### src/rtl/codec_tx_pkg.sv
// Shared types and default geometry for the codec sample transmitter.
package codec_tx_pkg;

  typedef enum logic [1:0] {
    IDLE  = 2'd0,
    RUN   = 2'd1,
    DRAIN = 2'd2
  } state_e;

  localparam int SAMPLE_W = 16;
  localparam int SLOT_W   = 16;
  localparam int BCLK_DIV = 4;

endpackage

### src/rtl/bclk_gen.sv
// Bit-clock divider: bclk low for the first half of each period, high for the second.
// fall marks the first clk of a period (bclk falling), last marks its final clk.
module bclk_gen #(
  parameter int BCLK_DIV = 4
) (
  input  logic clk,
  input  logic reset,
  input  logic run,
  output logic bclk,
  output logic fall,
  output logic last
);

  localparam int DW = (BCLK_DIV > 2) ? $clog2(BCLK_DIV) : 1;

  logic [DW-1:0] div_cnt_q, div_cnt_d;

  // Free-running modulo counter, parked at 0 while stopped so bclk idles low.
  always_comb begin
    div_cnt_d = div_cnt_q;
    if (!run) div_cnt_d = '0;
    else if (div_cnt_q == DW'(BCLK_DIV - 1)) div_cnt_d = '0;
    else div_cnt_d = div_cnt_q + 1'b1;
  end

  // Divider state register.
  always_ff @(posedge clk or negedge reset) begin
    if (!reset) div_cnt_q <= '0;
    else div_cnt_q <= div_cnt_d;
  end

  assign bclk = (div_cnt_q >= DW'(BCLK_DIV / 2));
  assign fall = run && (div_cnt_q == '0);
  assign last = run && (div_cnt_q == DW'(BCLK_DIV - 1));

endmodule

### src/rtl/dffre.sv
// Generic enabled register with asynchronous active-low clear.
module dffre #(
  parameter int W = 1
) (
  input  logic         clk,
  input  logic         reset,
  input  logic         en,
  input  logic [W-1:0] d,
  output logic [W-1:0] q
);

  // Load d when enabled, clear on reset.
  always_ff @(posedge clk or negedge reset) begin
    if (!reset) q <= '0;
    else if (en) q <= d;
  end

endmodule

### src/rtl/codec_sample_tx.sv
// Serial DAC transmitter: requests one mono sample per frame and shifts it
// MSB-first, left-justified, into both the left and right slots.
// Optional build macro UNDERRUN_CNT_EN adds underrun_cnt and sticky underrun outputs.
//
// state | meaning
// IDLE  | stopped, all outputs at reset values
// RUN   | frames repeat back to back
// DRAIN | en dropped, finishing the current frame
module codec_sample_tx #(
  parameter int SAMPLE_W = codec_tx_pkg::SAMPLE_W,
  parameter int SLOT_W   = codec_tx_pkg::SLOT_W,
  parameter int BCLK_DIV = codec_tx_pkg::BCLK_DIV
) (
  input  logic                clk,
  input  logic                reset,
  input  logic                en,
  input  logic [SAMPLE_W-1:0] sample,
  input  logic                new_sample_ready,
  output logic                sampling_pulse,
  output logic                bclk,
  output logic                lrclk,
  output logic                sdata,
`ifdef UNDERRUN_CNT_EN
  output logic [15:0]         underrun_cnt,
  output logic                underrun,
`endif
  output logic                busy
);

  import codec_tx_pkg::*;

  localparam int FRAME_W = 2 * SLOT_W;
  localparam int BW      = $clog2(FRAME_W);

  state_e              state_q, state_d;
  logic [BW-1:0]       bit_cnt_q, bit_cnt_d;
  logic [FRAME_W-1:0]  shift_q, shift_d;
  logic                req_pend_q, req_pend_d;
  logic [SAMPLE_W-1:0] hold_q;
  logic [SLOT_W-1:0]   word;
  logic                run, fall, last, bclk_raw;
  logic                frame_start, frame_last, capture;

  assign run         = (state_q != IDLE);
  assign frame_start = fall && (bit_cnt_q == '0);
  assign frame_last  = last && (bit_cnt_q == BW'(FRAME_W - 1));
  assign capture     = new_sample_ready && req_pend_q;
  assign word        = SLOT_W'(hold_q) << (SLOT_W - SAMPLE_W);

  bclk_gen #(.BCLK_DIV(BCLK_DIV)) u_bclk_gen (
    .clk   (clk),
    .reset (reset),
    .run   (run),
    .bclk  (bclk_raw),
    .fall  (fall),
    .last  (last)
  );

  // Sample hold: only a requested sample is accepted.
  dffre #(.W(SAMPLE_W)) u_hold (
    .clk   (clk),
    .reset (reset),
    .en    (capture),
    .d     (sample),
    .q     (hold_q)
  );

  // Next state, bit counter, shifter and request flag.
  always_comb begin
    state_d    = state_q;
    bit_cnt_d  = bit_cnt_q;
    shift_d    = shift_q;
    req_pend_d = req_pend_q;
    case (state_q)
      IDLE:    if (en) state_d = RUN;
      RUN:     if (!en) state_d = DRAIN;
      DRAIN:   if (en) state_d = RUN;
               else if (frame_last) state_d = IDLE;
      default: state_d = IDLE;
    endcase
    if (!run) bit_cnt_d = '0;
    else if (frame_last) bit_cnt_d = '0;
    else if (last) bit_cnt_d = bit_cnt_q + 1'b1;
    // Loading both slots at once gives the right-slot reload for free.
    if (frame_start) shift_d = {word, word};
    else if (fall) shift_d = shift_q << 1;
    // A new request at frame start outranks a same-cycle capture.
    if (frame_start) req_pend_d = 1'b1;
    else if (capture) req_pend_d = 1'b0;
  end

  // Control and datapath registers.
  always_ff @(posedge clk or negedge reset) begin
    if (!reset) begin
      state_q    <= IDLE;
      bit_cnt_q  <= '0;
      shift_q    <= '0;
      req_pend_q <= 1'b0;
    end else begin
      state_q    <= state_d;
      bit_cnt_q  <= bit_cnt_d;
      shift_q    <= shift_d;
      req_pend_q <= req_pend_d;
    end
  end

`ifdef UNDERRUN_CNT_EN
  logic [15:0] underrun_cnt_q, underrun_cnt_d;
  logic        underrun_q, underrun_d;
  logic        underrun_evt;

  assign underrun_evt = frame_start && req_pend_q && !new_sample_ready;

  // Saturating underrun counter and sticky flag.
  always_comb begin
    underrun_cnt_d = underrun_cnt_q;
    underrun_d     = underrun_q;
    if (underrun_evt) begin
      underrun_d = 1'b1;
      if (underrun_cnt_q != 16'hFFFF) underrun_cnt_d = underrun_cnt_q + 16'd1;
    end
  end

  // Underrun statistics registers.
  always_ff @(posedge clk or negedge reset) begin
    if (!reset) begin
      underrun_cnt_q <= '0;
      underrun_q     <= 1'b0;
    end else begin
      underrun_cnt_q <= underrun_cnt_d;
      underrun_q     <= underrun_d;
    end
  end

  assign underrun_cnt = underrun_cnt_q;
  assign underrun     = underrun_q;
`endif

  assign sampling_pulse = frame_start;
  assign bclk           = run && bclk_raw;
  assign lrclk          = run && (bit_cnt_q >= BW'(SLOT_W));
  assign sdata          = run && shift_q[FRAME_W-1];
  assign busy           = run;

endmodule
### config.mk
export PLATFORM = sky130hd
export DESIGN_NAME = codec_sample_tx
export DESIGN_NICKNAME = d
export VERILOG_FILES = /design/src/rtl/codec_tx_pkg.sv /design/src/rtl/bclk_gen.sv /design/src/rtl/dffre.sv /design/src/rtl/codec_sample_tx.sv
export SDC_FILE = /design/constraint.sdc
export NUM_CORES = 1
export LEC_CHECK = 0
export ABC_CLOCK_PERIOD_IN_PS = 5200
export BUFFER_PORTS_ARGS = -buffer_cell sky130_fd_sc_hd__clkbuf_2
export CORE_MARGIN = 2
export CORE_UTILIZATION = 25
export DETAILED_ROUTE_END_ITERATION = 8
export PLACE_DENSITY = 0.49
export SYNTH_ARGS = -nofsm -noshare
export SYNTH_HDL_FRONTEND = slang
export SYNTH_SLANG_ARGS = --single-unit
### constraint.sdc
create_clock -name clk -period 5.2 [get_ports clk]
set_clock_uncertainty 0.05 [all_clocks]
set_input_delay 0.26 -clock clk [delete_from_list [all_inputs] [get_ports clk]]
set_output_delay 0.26 -clock clk [all_outputs]
set_load 0.05 [all_outputs]
* Yosys cells after proc, flatten, opt, wreduce, memory -nomap -nowiden
Cells that the tools add are included.
** Cells by class
- $lt $le $gt $ge :: 2
- Equal/unequal tests :: 8
- $add $sub $neg :: 2
- Reduce and logical (&&, ||, !) cells :: 15
- Mux-type cells :: 14
** Operators by type and width (count)
- 32-bit 2-to-1 mux :: 2
- 5-bit 2-to-1 mux :: 3
- 2-bit 2-to-1 mux :: 6
- 1-bit logical AND :: 8
- 2-bit case mux with 3 select lines :: 1
- 2-bit nonzero test :: 3
- 5-bit by 1-bit adder with 5-bit output (second input constant) :: 1
- 5-bit == test (second input constant) :: 1
- 5-bit greater-or-equal comparator (second input constant) :: 1
- 5-bit logical NOT :: 1
- 2-bit == test (second input constant) :: 2
- 2-bit logical NOT :: 2
- 2-bit != test (second input constant) :: 2
- 3-bit by 1-bit != test with 1-bit output (second input constant) :: 1
- 3-bit != test (second input constant) :: 1
- 3-bit AND reduction :: 1
- 2-bit by 1-bit adder with 2-bit output (second input constant) :: 1
- 2-bit by 1-bit == test with 1-bit output (second input constant) :: 1
- 2-bit greater-or-equal comparator (second input constant) :: 1
- 1-bit 2-to-1 mux :: 2
** Word-level totals
- Bits in registers :: 58
- Word-level logic and storage cells :: 47
- Output and inout port bits :: 5
- Input bits :: 20

* Depth between registers and ports, before layout
Gate-level depths: netlist (run 1).
- Depth in word-level cells :: 6
- Mapped depth :: 7
- Depth with buffers taken out :: 6

* Modules after synthesis
Synthesis (run 1) repeated with hierarchy kept, for this count alone.
** Second synthesis, totals
- Cells, all modules :: 203
- Area, all modules :: 2635.0 µm²
** By module, submodules not included
- codec_sample_tx :: cells an instance 157, instances 1, sequential area each 1001.0 µm², area an instance 1849.3 µm²
- dffre :: cells an instance 34, instances 1, sequential area each 400.4 µm², area an instance 649.4 µm²
- bclk_gen :: cells an instance 12, instances 1, sequential area each 50.0 µm², area an instance 136.4 µm²

* Worst setup path after synthesis (run 1)
Ideal clock, no wire load.
- Path kind :: flip-flop to output port
- Start :: register bit_cnt_q[0]
- End :: output port sampling_pulse
- Stages on the path, launching flop included :: 7
- Data required time :: 4.890 ns
- Setup slack :: 3.265 ns
- Arrival :: 1.625 ns
- Path buffers :: 2
- Path through :: dfrtp_1 -> inv_1 -> ha_1 -> or4b_1 -> buf_6 -> buf_6 -> nor2_4
** Between the ends
- Word-level cells in the longest chain between the ends :: 2
** Ends and longest elaborated chain
- start: declaration :: line codec_sample_tx.sv:36 : logic [BW-1:0] bit_cnt_q, bit_cnt_d;
- start signal: assignment :: line codec_sample_tx.sv:101 : bit_cnt_q <= bit_cnt_d;
- 5-bit logical NOT :: line codec_sample_tx.sv:45 : assign frame_start = fall && (bit_cnt_q == '0);
- 1-bit logical AND :: line codec_sample_tx.sv:45
- end: declaration :: line codec_sample_tx.sv:19 : output logic sampling_pulse,
Every way passes these cells.

* Final worst setup path (run 1)
Ends and elaborated chain as after synthesis.

==> metrics.txt, run 1 <==
Slew headroom=49.6%; starting density of the core=between 20 and 30%; global-route wire length before repair=about 8.4 mm; Finished Layout Cells=between 300 and 400; share of cells above drive strength 1=roughly 24%; Synth warnings=0; Core ar.=10300 µm²; part of the power in registers=41.6%; Sum Neg Setup Slack=0 ns; GR Util All Layers=9.60%; Most used DFF post-synth=dfrtp_1; Core Rows=37; Vias/cell=roughly 4.2; port buffer count=24; post-route worst setup slack=~2.8 ns; GRT met2 Usage=between 10% and 20%; post-synth net total=around 250; DRT Pass-1 Iters=4; Pwr Total=1.90 mW; Synth cell types=26; RSZ-0062 raised after global routing=no; hold_ws=0.0145 ns; placer congestion estimate=0.667; Area after DPL=2890 µm²; PostCTS Resize Cnt=0; vias in the first global route=between 1500 and 2000; flop-to-flop setup slack=~3.4 ns; Data required, critical path=just under 5 ns; Synth top area share=between 50% and 60%; NetSw=between 0.6 and 0.7 mW; Clock Tree Root=clkbuf_8; number of synthesized register bits=58; CP startpoint kind=flip-flop; largest fanout on the critical path=18; Final Hold Vio Count=0; DIE AREA=roughly 11000 µm²; Post-Syn Area per Cell=11.5 µm²; post-synthesis sequential area ratio=a little under three fifths; DRC viols=0; Worst Hold Class=input pin to asynchronous set/reset pin; dpl cells=380; Async S/R FF share, synth=100%; fin crit share=a little under half; CTS tree=built; Worst-Margin Slew=~0.75 ns; die extent in x=107 µm; cell type with the highest aggregate area in the netlist=dfrtp_1; pwr/cell area=approximately 600 nW/µm²; Sink Count=between 50 and 60; CP endpoint kind=output pin; number of max-cap violations=0; top-count cell post-synth=dfrtp_1; Max VDD drop=between 0.15 and 0.2 mV; Arrival @ worst endpoint=around 2.1 ns; post-synthesis instance area=2630 µm²; diode count=0; Skew-Pair Late Insertion Delay=0.33 ns; clk slew on worst S/H paths=around 0.060 ns; via count=~1700; DRT iter0 DRCs=67; initial antenna violation count=0; largest net degree at the start of global routing=between 60 and 70; hold_buf cts=0; CTS buffer count=9; outcome=finished, final reports clean; number of H-tree levels=3; internal power=~1.2 mW; Leakage Power=around 1.5 nW; Final Setup Violations=0; Max Slew Vio Count=0; Post-synth top cells=58 x dfrtp_1, 35 x nand2_1, 34 x mux2i_1, 23 x o21ai_0, 17 x mux2_2; IO Pins=25; area grow syn2layout=17.9%; Die H=~110 µm; Synth area leaders=dfrtp_1 55%, mux2i_1 13%, mux2_2 7.3%; clock period minus final worst setup slack=between 2 and 2.5 ns; Worst Path Class, Setup=flip-flop to output pin; met1 GRT Util=between 10% and 20%; nets=between 200 and 300; Clock Path Buffers=2; DPL Wire Length=roughly 3.2 mm; DP Worst Slack=3.13 ns; sw frac=between 30% and 40%; # fillers=between 1000 and 1500; synthesized instance count=about 230; Post-synth EDFFs=0; Post-Layout Inst Area=around 3100 µm²; wire length per cell=12.4 µm; Final ANT Viol Nets=0; Final Core Density=a little under a third; M3 GR Usage=3.99%; combinational group share of total power=between 30% and 40%; maximum clock rate=approximately 420 MHz; post-CTS setup buffers=0; remaining global-route overflow=0; clock network fraction of total power=22.4%; gr busiest metal=met2; final WL=between 4 and 5 mm
[layout by cell type (no fill, tap or decap), types with 2 or more instances in the layout]
cell type    n
mux2i_1     34
nand2b_1     2
inv_1        6
a21oi_1      2
nor3_1       2
nor2_1       6
nand2_1     35
and2_1       3
clkbuf_8    11
ha_1         6
nand3b_1     3
dfrtp_1     58
o21ai_1      9
clkbuf_2    24
mux2_2      17
o21ai_0     23
buf_4        4
clkinvlp_4   2
[sequential cells by signal, summed over array words and instances (netlist names)]
| signal | count |
|---|---|
| bit_cnt_q | 5 |
| state_q | 2 |
| shift_q | 32 |
| u_bclk_gen.div_cnt_q | 2 |
| u_hold.q | 16 |
| req_pend_q | 1 |
[power by group through the flow]
| stage | registers (mW) | logic, mW | clock network, mW |
|---|---|---|---|
| detailed placement | 0.798 | 0.700 | 0 |
| floorplan | 0.752 | 0.591 | 0 |
| global route | 0.819 | 0.776 | 0.461 |
| finish | 0.790 | 0.683 | 0.425 |
| CTS | 0.792 | 0.698 | 0.443 |
| global placement | 0.795 | 0.683 | 0 |
[per-layer routing]
metal	vias up	wire length, µm
met5	-	0
met4	0	83
met3	7	213
met2	25	2130
met1	777	2460
li1	842	-
[cells by family after synthesis]
group	synth area share, %
DFF	55.2
muxes	20.2
adders and majority gates	2.86
and+or+nand+nor	10.4
buffers and inverters	3.43
AOI/OAI and AO/OA	7.81
[final cells by class]
class / count / area (µm²) / area share, %
Inverter: 6 / 22.5 / 0.727
Sequential cell: 58 / 1450 / 46.9
Clock inverter: 4 / 50.0 / 1.62
Tap cell: 136 / 170 / 5.49
Multi-Input combinational cell: 152 / 1100 / 35.4
Clock buffer: 12 / 155 / 5.01
Timing Repair Buffer: 28 / 150 / 4.85
[worst paths after layout]
kind                                                          end                         startpoint  depth (start not counted)
worst max-delay path                               sampling_pulse           bit_cnt_q[0]$_DFFE_PN0P_                          6
worst min-delay path                      shift_q[29]$_DFFE_PN0P_                              reset                          2
worst max register to register            shift_q[25]$_DFFE_PN0P_           bit_cnt_q[0]$_DFFE_PN0P_                          6
worst min register to register  u_bclk_gen.div_cnt_q[0]$_DFF_PN0_  u_bclk_gen.div_cnt_q[0]$_DFF_PN0_                          1
max in group asynchronous                  shift_q[3]$_DFFE_PN0P_                              reset                          2
min in group clk                           state_q[1]$_DFFE_PN0P_                                 en                          2
[critical path: stages, from the launching register on]
cell      delay, ns
dfrtp_1        0.42
inv_1          0.07
ha_1           0.16
or4b_1         0.43
buf_4          0.25
nor2_4         0.13
clkbuf_2       0.28
Note: power is estimated with default switching activity, not from simulation.
==> inputs of run 2 (changes only) <==
--- a/config.mk
+++ b/config.mk
@@ -5,7 +5,7 @@
 export SDC_FILE = /design/constraint.sdc
 export NUM_CORES = 1
 export LEC_CHECK = 0
-export ABC_CLOCK_PERIOD_IN_PS = 5200
+export ABC_CLOCK_PERIOD_IN_PS = 2490
 export BUFFER_PORTS_ARGS = -buffer_cell sky130_fd_sc_hd__clkbuf_2
 export CORE_MARGIN = 2
 export CORE_UTILIZATION = 25
==> constraint.sdc (replaced) <==
create_clock -name clk -period 2.49 [get_ports clk]
set_clock_uncertainty 0.05 [all_clocks]
set_input_delay 0.1245 -clock clk [delete_from_list [all_inputs] [get_ports clk]]
set_output_delay 0.1245 -clock clk [all_outputs]
set_load 0.05 [all_outputs]
==> metrics.txt, run 2 (same netlist as run 1, synthesis figures left out) <==
starting density of the core=25.6%; CP endpoint kind=output pin; IO Pins=25; number of H-tree levels=3; max incr delay on CP=0.59 ns; pwr/cell area=1270 nW/µm²; commonest cells after routing, fill and taps aside=58 x dfrtp_1, 35 x nand2_1, 34 x mux2i_1; Clock Tree Root=clkbuf_8; port buffer count=24; Sum Neg Setup Slack=0 ns; CTS tree=built; via count=between 1500 and 2000; Data required, critical path=around 2.3 ns; Slew headroom=58.2%; Final ANT Viol Nets=0; largest reg by FF count=shift_q; initial antenna violation count=0; Sink Count=58; post-CTS setup buffers=0; clock period minus final worst setup slack=2.17 ns; largest net degree at the start of global routing=42; Max VDD drop=roughly 0.43 mV; Final Core Density=between 30% and 40%; diode count=0; CP max-delay cell=or4b_4; Max Slew Vio Count=0; DPL Wire Length=between 3 and 4 mm; Arrival @ worst endpoint=about 2.0 ns; final WL=5.16 mm; number of max-cap violations=0; Critical Path, Cell by Cell=inv_1 -> ha_1 -> or4b_4 -> nor2_4 -> clkbuf_2; maximum clock rate=around 460 MHz; RSZ-0062 raised after global routing=no; largest fanout on the critical path=9; Vias/cell=between 4 and 5; global-route wire length before repair=between 8 and 9 mm; GR Util All Layers=between 10 and 15%; most common cell after layout, fill and taps aside=dfrtp_1; Clock Path Buffers=2; fin crit share=87.0%; Core ar.=approximately 10000 µm²; multi-input gate area in the final layout=1100 µm²; Leakage Power=roughly 1.6 nW; Final Hold Vio Count=0; DIE AREA=between 10000 and 15000 µm²; nets=about 300; Top Registers=shift_q: 32 flops, u_hold.q: 16 flops, bit_cnt_q: 5 flops; Pwr Total=4.33 mW; placer congestion estimate=roughly 0.65; area grow syn2layout=29.4%; # fillers=between 1000 and 1500; Worst-Margin Slew=around 0.63 ns; share of cells above drive strength 1=a little under a quarter; Worst Path Class, Setup=flip-flop to output pin; CTS buffer count=9; Worst Hold Class=input pin to asynchronous set/reset pin; Reg area=1450 µm²; clk slew on worst S/H paths=0.06 ns; wire length per cell=around 12 µm; outcome=finished, final reports clean; die extent in x=roughly 110 µm; Die H=between 100 and 150 µm; DRT iter0 DRCs=34; DRT Pass-1 Iters=4; Largest register FFs=32; Final Setup Violations=0; DRC viols=0; Core Rows=37; remaining global-route overflow=0; vias in the first global route=between 1500 and 2000; Skew-Pair Late Insertion Delay=0.33 ns; CP startpoint kind=flip-flop
[run 2: cell types whose count changed in the layout (fill, tap and decap cells not counted), sizes merged]
cell	previous run	this run
clkinvlp	2	0
dlygate4sd3	0	19
buf	4	7
bufinv	1	4
clkbuf	36	35
[run 2: where the power goes]
| group | leakage [nW] | internal, mW | switching, mW | total [mW] |
|---|---|---|---|---|
| Clock | 0.134 | 0.793 | 0.370 | 1.16 |
| Sequential | 0.716 | 1.37 | 0.289 | 1.66 |
| Combinational | 0.746 | 0.733 | 0.776 | 1.51 |
| Total | 1.60 | 2.89 | 1.43 | 4.33 |
[run 2: area by class of cell]
cell class	count	area share [%]
flip-flops and latches	58	42.7
multi-input cells	152	32.4
repair buffers	50	11.4
well taps	136	5.01
clock buffers	11	4.16
clock inverters	5	3.68
inverters	6	0.662
[run 2: routing by layer]
| metal | up-vias | global-route usage [%] | routed length, µm |
|---|---|---|---|
| met5 | - | 0 | 0 |
| met4 | 0 | 3.34 | 77 |
| met3 | 7 | 3.68 | 193 |
| met2 | 24 | 15.8 | 2310 |
| met1 | 862 | 13.4 | 2580 |
| li1 | 884 | - | - |
[run 2: worst max-delay path, delay by kind of cell (launching register included)]
family | cells | cell delay [ns]
and+or+nand+nor | 2 | 0.73
DFF | 1 | 0.42
adders and majority gates | 1 | 0.16
buffers and inverters | 2 | 0.36
[run 2: repair_timing]
| action | 4_1_cts | 5_1_grt |
|---|---|---|
| resized for setup | 0 | 1 |
| hold buffers | 18 | 1 |
| endpoints found under the setup margin | 0 | 1 |
| endpoints found under the hold margin | 40 | 1 |
[run 2: per-stage QoR]
| stage | hold slack (ns) | std cells | worst slack [ns] | area, µm² |
|---|---|---|---|---|
| 2_1_floorplan | -0.221 | 228 | 0.576 | 2630 |
| 3_3_place_gp | 0.136 | 383 | 0.430 | 2940 |
| 3_5_place_dp | 0.127 | 383 | 0.379 | 2940 |
| 4_1_cts | 0.000397 | 417 | 0.0804 | 3390 |
| 5_1_grt | 0.359 | 418 | 0.218 | 3400 |
| 6_report | 0.295 | 418 | 0.325 | 3400 |
[run 2: worst paths after layout]
check	start	to	slack, ns	cells after the start
setup / recovery	bit_cnt_q[0]$_DFFE_PN0P_	sampling_pulse	0.32	5
hold / removal	reset	state_q[0]$_DFFE_PN0P_	0.30	2
setup reg to reg	bit_cnt_q[0]$_DFFE_PN0P_	shift_q[23]$_DFFE_PN0P_	0.60	6
hold reg to reg	u_bclk_gen.div_cnt_q[0]$_DFF_PN0_	u_bclk_gen.div_cnt_q[0]$_DFF_PN0_	0.41	1
max in group asynchronous	reset	bit_cnt_q[2]$_DFFE_PN0P_	1.48	3
min in group clk	u_bclk_gen.div_cnt_q[0]$_DFF_PN0_	u_bclk_gen.div_cnt_q[0]$_DFF_PN0_	0.41	1
==> inputs of run 3 (changes only) <==
--- a/config.mk
+++ b/config.mk
@@ -9,7 +9,9 @@
 export BUFFER_PORTS_ARGS = -buffer_cell sky130_fd_sc_hd__clkbuf_2
 export CORE_MARGIN = 2
 export CORE_UTILIZATION = 25
+export CTS_CLUSTER_SIZE = 30
 export DETAILED_ROUTE_END_ITERATION = 8
+export GPL_TIMING_DRIVEN = 0
 export PLACE_DENSITY = 0.49
 export SYNTH_ARGS = -nofsm -noshare
 export SYNTH_HDL_FRONTEND = slang
==> metrics.txt, run 3 (same netlist as run 1, synthesis figures left out) <==
outcome=finished, final reports clean; placer congestion estimate=approximately 0.7; Core Rows=37; clk slew on worst S/H paths=0.07 ns; CP endpoint kind=output pin; dpl cells=just under 400; Final Setup Violations=0; DRC viols=0; largest fanout on the critical path=10; via count=roughly 1800; Skew-Pair Late Insertion Delay=roughly 0.33 ns; Core ar.=between 10000 and 15000 µm²; flop-to-flop setup slack=between 0.5 and 0.6 ns; Worst Path Class, Setup=flip-flop to output pin; vias in the first global route=1919; CP startpoint kind=flip-flop; port buffer count=24; GR Util All Layers=a little over a tenth; Finished Layout Cells=roughly 420; DRT iter0 DRCs=between 70 and 80; RSZ-0062 raised after global routing=no; Slew headroom=46.6%; Final Hold Vio Count=0; Largest register FFs=32; Worst R2R Start=u_bclk_gen.div_cnt_q[0]$_DFF_PN0_; largest net degree at the start of global routing=59; CTS buffer count=9; clock period minus final worst setup slack=2.39 ns; combinational group share of total power=a little over a third; Clock Tree Root=clkbuf_8; number of max-cap violations=0; Final ANT Viol Nets=0; pwr/cell area=between 1000 and 1500 nW/µm²; Crit Reg-Reg Endpoint=req_pend_q$_DFFE_PN0P_; r2r worst-path depth=6; DRT Pass-1 Iters=4; die extent in x=between 100 and 150 µm; fin crit share=between 90% and 100%; Clock Path Buffers=2; Max Slew Vio Count=0; IO Pins=25; global-route wire length before repair=roughly 9.5 mm; Worst-Margin Slew=roughly 0.8 ns; # fillers=about 1100; Data required, critical path=around 2.3 ns; maximum clock rate=approximately 420 MHz; most common cell after layout, fill and taps aside=dfrtp_1; wire length per cell=12.7 µm; final WL=5.37 mm; starting density of the core=between 20% and 30%; clock network fraction of total power=about 28%; Sum Neg Setup Slack=0 ns; Leakage Power=approximately 1.6 nW; commonest cells after routing, fill and taps aside=58 x dfrtp_1, 35 x nand2_1, 34 x mux2i_1; NetSw=around 1.5 mW; PostCTS Resize Cnt=0; DIE AREA=between 10000 and 15000 µm²; Vias/cell=between 4 and 5; sw frac=33.4%; Die H=107 µm; Sink Count=58; largest reg by FF count=shift_q; remaining global-route overflow=0; Top Registers=shift_q: 32 flops, u_hold.q: 16 flops, bit_cnt_q: 5 flops; initial antenna violation count=0; diode count=0; share of cells above drive strength 1=approximately 22%; area grow syn2layout=29.2%; nets=slightly above 300; DPL Wire Length=around 3.6 mm; Arrival @ worst endpoint=~2.2 ns; number of H-tree levels=3; internal power=slightly below 3 mW; Worst Hold Class=input pin to asynchronous set/reset pin; part of the power in registers=37.3%; CTS tree=built; Max VDD drop=roughly 0.39 mV
## run 3: worst max path at each step
stage               slack [ns]  cells past startpoint                     end                startpoint
floorplan                 0.58                      7  shift_q[0]$_DFFE_PN0P_  bit_cnt_q[0]$_DFFE_PN0P_
global placement          0.45                      7          sampling_pulse  bit_cnt_q[0]$_DFFE_PN0P_
detailed placement        0.45                      7          sampling_pulse  bit_cnt_q[0]$_DFFE_PN0P_
CTS                       0.06                      7          sampling_pulse  bit_cnt_q[0]$_DFFE_PN0P_
global route             0.001                      7          sampling_pulse  bit_cnt_q[0]$_DFFE_PN0P_
finish                    0.10                      7          sampling_pulse  bit_cnt_q[0]$_DFFE_PN0P_
## run 3: critical path: stages, from the launching register on
cell	delay, ns
dfrtp_1	0.42
inv_1	0.08
ha_1	0.16
or4b_1	0.46
buf_6	0.18
buf_6	0.17
nor2_4	0.11
clkbuf_2	0.29
## run 3: timing repair
item | in CTS | in global routing
setup endpoints to repair | 0 | 0
buffers inserted | 0 | 0
hold buffers | 19 | 0
endpoints found under the hold margin | 77 | 0
## run 3: power by group through the flow
stage / logic (mW) / clock network [mW] / registers (mW)
2_1_floorplan: 1.23 / 0 / 1.57
3_3_place_gp: 1.51 / 0 / 1.66
3_5_place_dp: 1.55 / 0 / 1.67
4_1_cts: 1.57 / 1.25 / 1.65
5_1_grt: 1.74 / 1.30 / 1.71
6_report: 1.54 / 1.23 / 1.65
## run 3: cell type report
cell class                      count  area, µm²  share of cell area [%]
Sequential cell                    58       1450                    42.7
Multi-Input combinational cell    152       1090                    32.0
Timing Repair Buffer               43        313                    9.21
Tap cell                          136        170                    5.01
Clock buffer                       12        165                    4.86
Clock inverter                      4        120                    3.54
Buffer                             12       67.6                    1.99
Inverter                            6       22.5                   0.663
## run 3: layer usage
metal	wire, µm	vias to the layer above	global-route usage (%)	part of all wire (%)
li1	-	902	-	-
met1	2800	895	14.7	52
met2	2290	22	15.8	43
met3	162	11	2.94	3.0
met4	120	0	5.57	2.2
met5	0	-	0	0
## run 3: stage by stage
| stage | hold WS [ns] | total power, mW | utilization [%] | cell area, µm² | setup slack (ns) |
|---|---|---|---|---|---|
| after floorplan | -0.221 | 2.80 | - | 2630 | 0.576 |
| after global placement | 0.254 | 3.17 | 28.4 | 2920 | 0.447 |
| after detailed placement | 0.258 | 3.21 | 28.4 | 2920 | 0.453 |
| after CTS | 0.426 | 4.47 | 33.0 | 3400 | 0.0625 |
| after global routing | 0.443 | 4.74 | 33.0 | 3400 | 0.00120 |
| final | 0.393 | 4.42 | 33.0 | 3400 | 0.102 |
